===== src/rtl/axi4l_ipif_regbank.sv =====
`default_nettype none
// ============================================================================
//  Module   : axi4l_ipif_regbank
//  Brief    : Block-level register bank behind the AXI4-Lite IPIF. Provides
//             VERSION, SCRATCH, CTRL with soft-reset pulse, IRQ status/enable
//             with aggregated IRQ, and a 64-bit cycle counter with an atomic
//             hi-word snapshot. All accesses ack exactly one cycle after req.
//  Revision : 1.0 - initial release
// ============================================================================
module axi4l_ipif_regbank #(
  parameter int          C_ADDR_WIDTH = 12,
  parameter int          C_DATA_WIDTH = 32,
  parameter int          C_NUM_IRQ    = 8,
  parameter logic [31:0] C_VERSION    = 32'h0001_0000
) (
  input  logic                    aclk,
  input  logic                    aresetn,
  input  logic [C_ADDR_WIDTH-3:0] up_wr_addr,
  input  logic                    up_wr_req,
  input  logic [3:0]              up_wr_be,
  input  logic [C_DATA_WIDTH-1:0] up_wr_din,
  output logic                    up_wr_ack,
  input  logic [C_ADDR_WIDTH-3:0] up_rd_addr,
  input  logic                    up_rd_req,
  output logic [C_DATA_WIDTH-1:0] up_rd_dout,
  output logic                    up_rd_ack,
  input  logic [C_NUM_IRQ-1:0]    irq_src,
  output logic                    irq,
  output logic [C_DATA_WIDTH-1:0] ctrl,
  output logic                    soft_reset
);

  localparam int C_AW = C_ADDR_WIDTH - 2;

  localparam logic [C_AW-1:0] C_A_VERSION    = C_AW'(0);
  localparam logic [C_AW-1:0] C_A_SCRATCH    = C_AW'(1);
  localparam logic [C_AW-1:0] C_A_CTRL       = C_AW'(2);
  localparam logic [C_AW-1:0] C_A_IRQ_STATUS = C_AW'(3);
  localparam logic [C_AW-1:0] C_A_IRQ_ENABLE = C_AW'(4);
  localparam logic [C_AW-1:0] C_A_CNT_LO     = C_AW'(5);
  localparam logic [C_AW-1:0] C_A_CNT_HI     = C_AW'(6);

  // Interrupt registers are kept 32 bits wide; bits at and above C_NUM_IRQ
  // are held at constant zero by this mask.
  localparam logic [31:0] C_IRQ_MASK = 32'hFFFF_FFFF >> (32 - C_NUM_IRQ);

  generate
    if (C_DATA_WIDTH != 32) begin : g_bad_data_width
      $error("axi4l_ipif_regbank: C_DATA_WIDTH must be 32");
    end
    if (C_NUM_IRQ < 1 || C_NUM_IRQ > 32) begin : g_bad_num_irq
      $error("axi4l_ipif_regbank: C_NUM_IRQ must be in 1..32");
    end
  endgenerate

  logic [31:0]          scratch_q, scratch_d;
  logic [31:0]          ctrl_q, ctrl_d;
  logic [31:0]          irq_status_q, irq_status_d;
  logic [31:0]          irq_en_q, irq_en_d;
  logic [63:0]          cnt_q, cnt_d;
  logic [31:0]          shadow_q, shadow_d;
  logic [C_NUM_IRQ-1:0] irq_src_q, irq_src_d;
  logic                 wr_ack_q, wr_ack_d;
  logic                 rd_ack_q, rd_ack_d;
  logic [31:0]          rd_dout_q, rd_dout_d;
  logic                 irq_q, irq_d;
  logic                 soft_reset_q, soft_reset_d;

  logic [31:0] wr_mask;
  logic [31:0] wr_bits;
  logic [31:0] irq_rise;
  logic [31:0] rd_mux;

  // Byte-lane mask, masked write data and rising-edge detect on IRQ sources.
  always_comb begin
    wr_mask  = {{8{up_wr_be[3]}}, {8{up_wr_be[2]}}, {8{up_wr_be[1]}}, {8{up_wr_be[0]}}};
    wr_bits  = up_wr_din & wr_mask;
    irq_rise = 32'(irq_src & ~irq_src_q);
  end

  // Read multiplexer; reflects register contents before any same-cycle write.
  always_comb begin
    rd_mux = 32'h0;
    case (up_rd_addr)
      C_A_VERSION:    rd_mux = C_VERSION;
      C_A_SCRATCH:    rd_mux = scratch_q;
      C_A_CTRL:       rd_mux = ctrl_q;
      C_A_IRQ_STATUS: rd_mux = irq_status_q;
      C_A_IRQ_ENABLE: rd_mux = irq_en_q;
      C_A_CNT_LO:     rd_mux = cnt_q[31:0];
      C_A_CNT_HI:     rd_mux = shadow_q;
      default:        rd_mux = 32'h0;
    endcase
  end

  // Next-state for registers, acks, counter, snapshot and IRQ aggregation.
  always_comb begin
    scratch_d    = scratch_q;
    ctrl_d       = ctrl_q;
    irq_en_d     = irq_en_q;
    soft_reset_d = 1'b0;
    shadow_d     = shadow_q;
    rd_dout_d    = rd_dout_q;
    wr_ack_d     = up_wr_req;
    rd_ack_d     = up_rd_req;
    cnt_d        = cnt_q + 64'd1;
    irq_src_d    = irq_src;
    irq_d        = |(irq_status_q & irq_en_q);
    // Set has priority over a simultaneous write-1-to-clear.
    irq_status_d = ((irq_status_q & ~((up_wr_req && up_wr_addr == C_A_IRQ_STATUS) ? wr_bits : 32'h0))
                    | irq_rise) & C_IRQ_MASK;

    if (up_wr_req) begin
      case (up_wr_addr)
        C_A_SCRATCH: scratch_d = (scratch_q & ~wr_mask) | wr_bits;
        C_A_CTRL: begin
          // Bit 0 is a self-clearing trigger and is never stored.
          ctrl_d       = ((ctrl_q & ~wr_mask) | wr_bits) & 32'hFFFF_FFFE;
          soft_reset_d = wr_bits[0];
        end
        C_A_IRQ_ENABLE: irq_en_d = ((irq_en_q & ~wr_mask) | wr_bits) & C_IRQ_MASK;
        default: ;
      endcase
    end

    if (up_rd_req) begin
      rd_dout_d = rd_mux;
      // Snapshot the upper counter word so a following CNT_HI read is coherent.
      if (up_rd_addr == C_A_CNT_LO) begin
        shadow_d = cnt_q[63:32];
      end
    end
  end

  // State registers with asynchronous active-low reset.
  always_ff @(posedge aclk or negedge aresetn) begin
    if (!aresetn) begin
      scratch_q    <= 32'h0;
      ctrl_q       <= 32'h0;
      irq_status_q <= 32'h0;
      irq_en_q     <= 32'h0;
      cnt_q        <= 64'h0;
      shadow_q     <= 32'h0;
      irq_src_q    <= '0;
      wr_ack_q     <= 1'b0;
      rd_ack_q     <= 1'b0;
      rd_dout_q    <= 32'h0;
      irq_q        <= 1'b0;
      soft_reset_q <= 1'b0;
    end else begin
      scratch_q    <= scratch_d;
      ctrl_q       <= ctrl_d;
      irq_status_q <= irq_status_d;
      irq_en_q     <= irq_en_d;
      cnt_q        <= cnt_d;
      shadow_q     <= shadow_d;
      irq_src_q    <= irq_src_d;
      wr_ack_q     <= wr_ack_d;
      rd_ack_q     <= rd_ack_d;
      rd_dout_q    <= rd_dout_d;
      irq_q        <= irq_d;
      soft_reset_q <= soft_reset_d;
    end
  end

  assign up_wr_ack  = wr_ack_q;
  assign up_rd_ack  = rd_ack_q;
  assign up_rd_dout = rd_dout_q;
  assign irq        = irq_q;
  assign ctrl       = ctrl_q;
  assign soft_reset = soft_reset_q;

endmodule
`default_nettype wire


===== config.mk =====
export PLATFORM = sky130hd
export DESIGN_NAME = axi4l_ipif_regbank
export DESIGN_NICKNAME = d
export VERILOG_FILES = /design/src/rtl/axi4l_ipif_regbank.sv
export SDC_FILE = /design/constraint.sdc
export NUM_CORES = 1
export LEC_CHECK = 0
export CAP_MARGIN = 30
export CORE_MARGIN = 4
export CORE_UTILIZATION = 55
export DETAILED_ROUTE_END_ITERATION = 10
export PLACE_DENSITY = 0.8
export SETUP_SLACK_MARGIN = 0.3
export SYNTH_ARGS = -nofsm -noshare
export SYNTH_HDL_FRONTEND = slang
export SYNTH_SLANG_ARGS = --single-unit

===== constraint.sdc =====
create_clock -name aclk -period 5.9 [get_ports aclk]
set_input_delay 1.18 -clock aclk [delete_from_list [all_inputs] [get_ports aclk]]
set_output_delay 1.18 -clock aclk [all_outputs]
set_load 0.02 [all_outputs]

==> results.txt <==
CP Capture Type: flip-flop
Worst EP required: 6.30 ns
Syn avg cell area: 12.5 um^2
Synth Warn #: 0
Dpl hpwl: 16,800 um
Xor and xnor area share after synthesis: 0.0562
Asr flop ratio synth: 1.00
Core area: 17,200 um^2
Clock Root Buffer: clkbuf_16
CTS hold repair buffers: 0
Worst-case clock buffer depth: 3
Distinct cells, synth: 45
Worst-margin pin slew: 0.967 ns
Clk sink count: 219
Routed Antenna Nets: 0
Setup Buffers After CTS: 0
Netlist Area Pre-Place: 9660 um^2
LEAKAGE: 5.48 nW
Max frequency: 302 MHz
Global-route wire length before repair: 39,500 um
Clk slew on worst S/H paths: 0.06 ns
Number of synthesized register bits: 219
Power per Cell Area: 254 nW/um^2
Most used DFF post-synth: dfrtp_1
Fillers: 1,187
Post-route setup TNS: 0 ns
Die Width: 141 um
Skew final: 0.0181 ns
Vias per Instance: 6.17
Area grow syn2layout: 23.8%
Std-Cell Rows: 48
DR vias: 7,079
Remaining DRCs: 0
Mux contribution to synthesized area: 0.129
Simple-Gate Fraction of Synth Area: 0.118
H-Tree Depth: 1
Fin nets: 975
Tcrit/Tclk final: 0.561
ANT cells: 0
Synth Area in Compound Gates: 0.104
WP buf/inv: 1
Hold WC Path Type: reg -> reg
Startpoint types: primary input
Syn nets: 845
Overflow after GRT: 0
Sequential share of the synthesized area: 0.567
Fin. max-slew vios: 0
Unrepaired setup endpoints after global routing: no
Gate Count Post-Synth: 776
Maxcap violations: 0
Initial drt markers: 558
Most used cell, CP: nand2_1
Number of CTS-inserted buffers: 23
Top delay family on crit path: simple AND/OR/NAND/NOR gates
Largest net degree at the start of global routing: 111
Critical Path Max Stage Delay: 0.76 ns
Total track usage: 0.246
Die Y: 141 um
Final worst slack: 2.59 ns
Vias in the first global route: 7,203
Largest family of logic cells by synthesized area: multiplexers
Worst Setup Path Type: in -> reg
Resized Gates After CTS: 0
Worst slew margin: 0.349
CP arrival: 3.71 ns
CP cell instances: clkdlybuf4s50_1 > nor4b_1 > nand2_1 > nor4_1 > nand2_1 > mux2_2
Initial antenna violation count: 0
Final Util: 0.694
Wirelength per Cell: 21.5 um
DIE AREA: 19,800 um^2
Worst slack, placed: 2.17 ns
Layout cell share with drive strength beyond 1: 0.178
EDFF count, synth: 0
Ports: 136
Routability-driven placement congestion ratio: 0.840
Tot Pwr: 0.00303 W
Area post-placement: 11,200 um^2
Post-route minimum period: 3.31 ns
Final Hold Viols: 0
Worst-path maximum fanout: 8
Clock latency at the later pin of the worst-skew pair: 0.52 ns
Status: completed
CTS tree: yes
Post-Synth Adder-Cell Area: 0.00129
Cell area after layout: 12,000 um^2
Drt pass-1 iters: 7
Post-Route WL: 24,700 um
Starting Density: 0.561
Port buffer count: 134
Worst vdd rail ir drop: 262 uV
Setup-failing EPs final: 0
Slowest cell on crit path: nor4_1
## cells in the mapped netlist (all sizes together) (3+ instances only)
| library cell | n | area [um^2] |
|---|---|---|
| nor4b | 4 | 50.1 |
| and4 | 10 | 87.6 |
| a221oi | 8 | 70.1 |
| clkbuf | 29 | 111 |
| inv | 18 | 67.6 |
| a22o | 32 | 280 |
| nor2 | 41 | 154 |
| nor3b | 4 | 35.0 |
| dfrtp | 219 | 5480 |
| a221o | 29 | 290 |
| nor2b | 5 | 31.3 |
| or4 | 3 | 26.3 |
| mux2 | 109 | 1230 |
| nand4 | 18 | 113 |
| a211oi | 7 | 52.6 |
| and3 | 10 | 62.6 |
| a22oi | 34 | 255 |
| nor4 | 14 | 134 |
| o21ai | 3 | 15.0 |
| nand3 | 29 | 145 |
| buf | 10 | 50.1 |
| or3 | 6 | 37.5 |
| xor2 | 34 | 298 |
| xnor2 | 28 | 245 |
| nand2 | 44 | 165 |
| nor3 | 13 | 65.1 |
## worst reg2reg max path: stages (launching register included)
cell and delay, ns:
dfrtp_1 0.44, ha_1 0.23, and4_1 0.38, nand4_1 0.29, nor4_2 0.75, nor3b_1 0.35
xor2_1 0.17
## kinds of logic after synthesis
kind of cell / after synthesis
AO/OA/AOI/OAI: 119
XOR/XNOR: 62
adder cells (fa/ha/maj): 1
buffers and inverters: 57
flip-flops: 219
multiplexers: 111
other: 1
AND/OR/NAND/NOR: 206
## final timing paths
check                                    startpoint                          to  slack (ns)  depth (start not counted)
worst max-delay path                  up_wr_addr[6]                   flip-flop        2.59                          6
worst min-delay path            cnt_q[63]$_DFF_PN0_         cnt_q[63]$_DFF_PN0_        0.46                          1
worst max register to register   cnt_q[0]$_DFF_PN0_         cnt_q[60]$_DFF_PN0_        3.22                          6
worst min register to register  cnt_q[63]$_DFF_PN0_         cnt_q[63]$_DFF_PN0_        0.46                          1
max in group asynchronous                   aresetn  asynchronous set/reset pin        4.05                          2
min in group asynchronous                   aresetn      irq_src_q[1]$_DFF_PN0_        0.78                          1
## through the flow
step	hold slack (ns)	std cells
after floorplan	0.438	776
after global placement	0.456	1103
after detailed placement	0.456	1106
after CTS	0.467	1147
after global routing	0.471	1147
final	0.462	1147
## per-layer routing
metal / track usage / share of wire / vias up
li1: - / - / 3126
met1: 0.362 / 0.45 / 3646
met2: 0.384 / 0.47 / 268
met3: 0.0406 / 0.069 / 39
met4: 0.0658 / 0.017 / 0
met5: 0 / 0 / -
## cells in the final DEF, fill, tap and decap left out, types with 7 or more instances in the layout
master             n
nand3_1           29
a211oi_1           7
a221oi_1           8
dfrtp_1          219
nor2_1            41
xor2_1            34
and4_1            10
xnor2_1           28
clkbuf_8           7
mux2_2           109
inv_1             18
nand2_1           44
nand4_1           18
buf_4              7
clkdlybuf4s50_1  133
clkbuf_1           9
clkbuf_16         23
nor4_1             8
and3_1            10
nor3_1            13
a221o_1           29
a22oi_1           34
a22o_1            32
## power by group
| part | switching, W | total (W) | internal, W |
|---|---|---|---|
| logic | 0.0000803 | 0.000142 | 0.0000616 |
| registers | 0.00000394 | 0.00151 | 0.00151 |
| clock network | 0.000578 | 0.00138 | 0.000799 |
| total | 0.000663 | 0.00303 | 0.00237 |
## layout make-up
cell class / count / area [um^2] / area share
Clock buffer: 38 / 692 / 0.0579
Clock inverter: 3 / 22.5 / 0.00188
Sequential cell: 219 / 5480 / 0.458
Tap cell: 225 / 282 / 0.0235
Timing Repair Buffer: 144 / 1460 / 0.122
Inverter: 18 / 67.6 / 0.00565
Multi-Input combinational cell: 500 / 3960 / 0.331
Power figures use the tool's default switching activity.
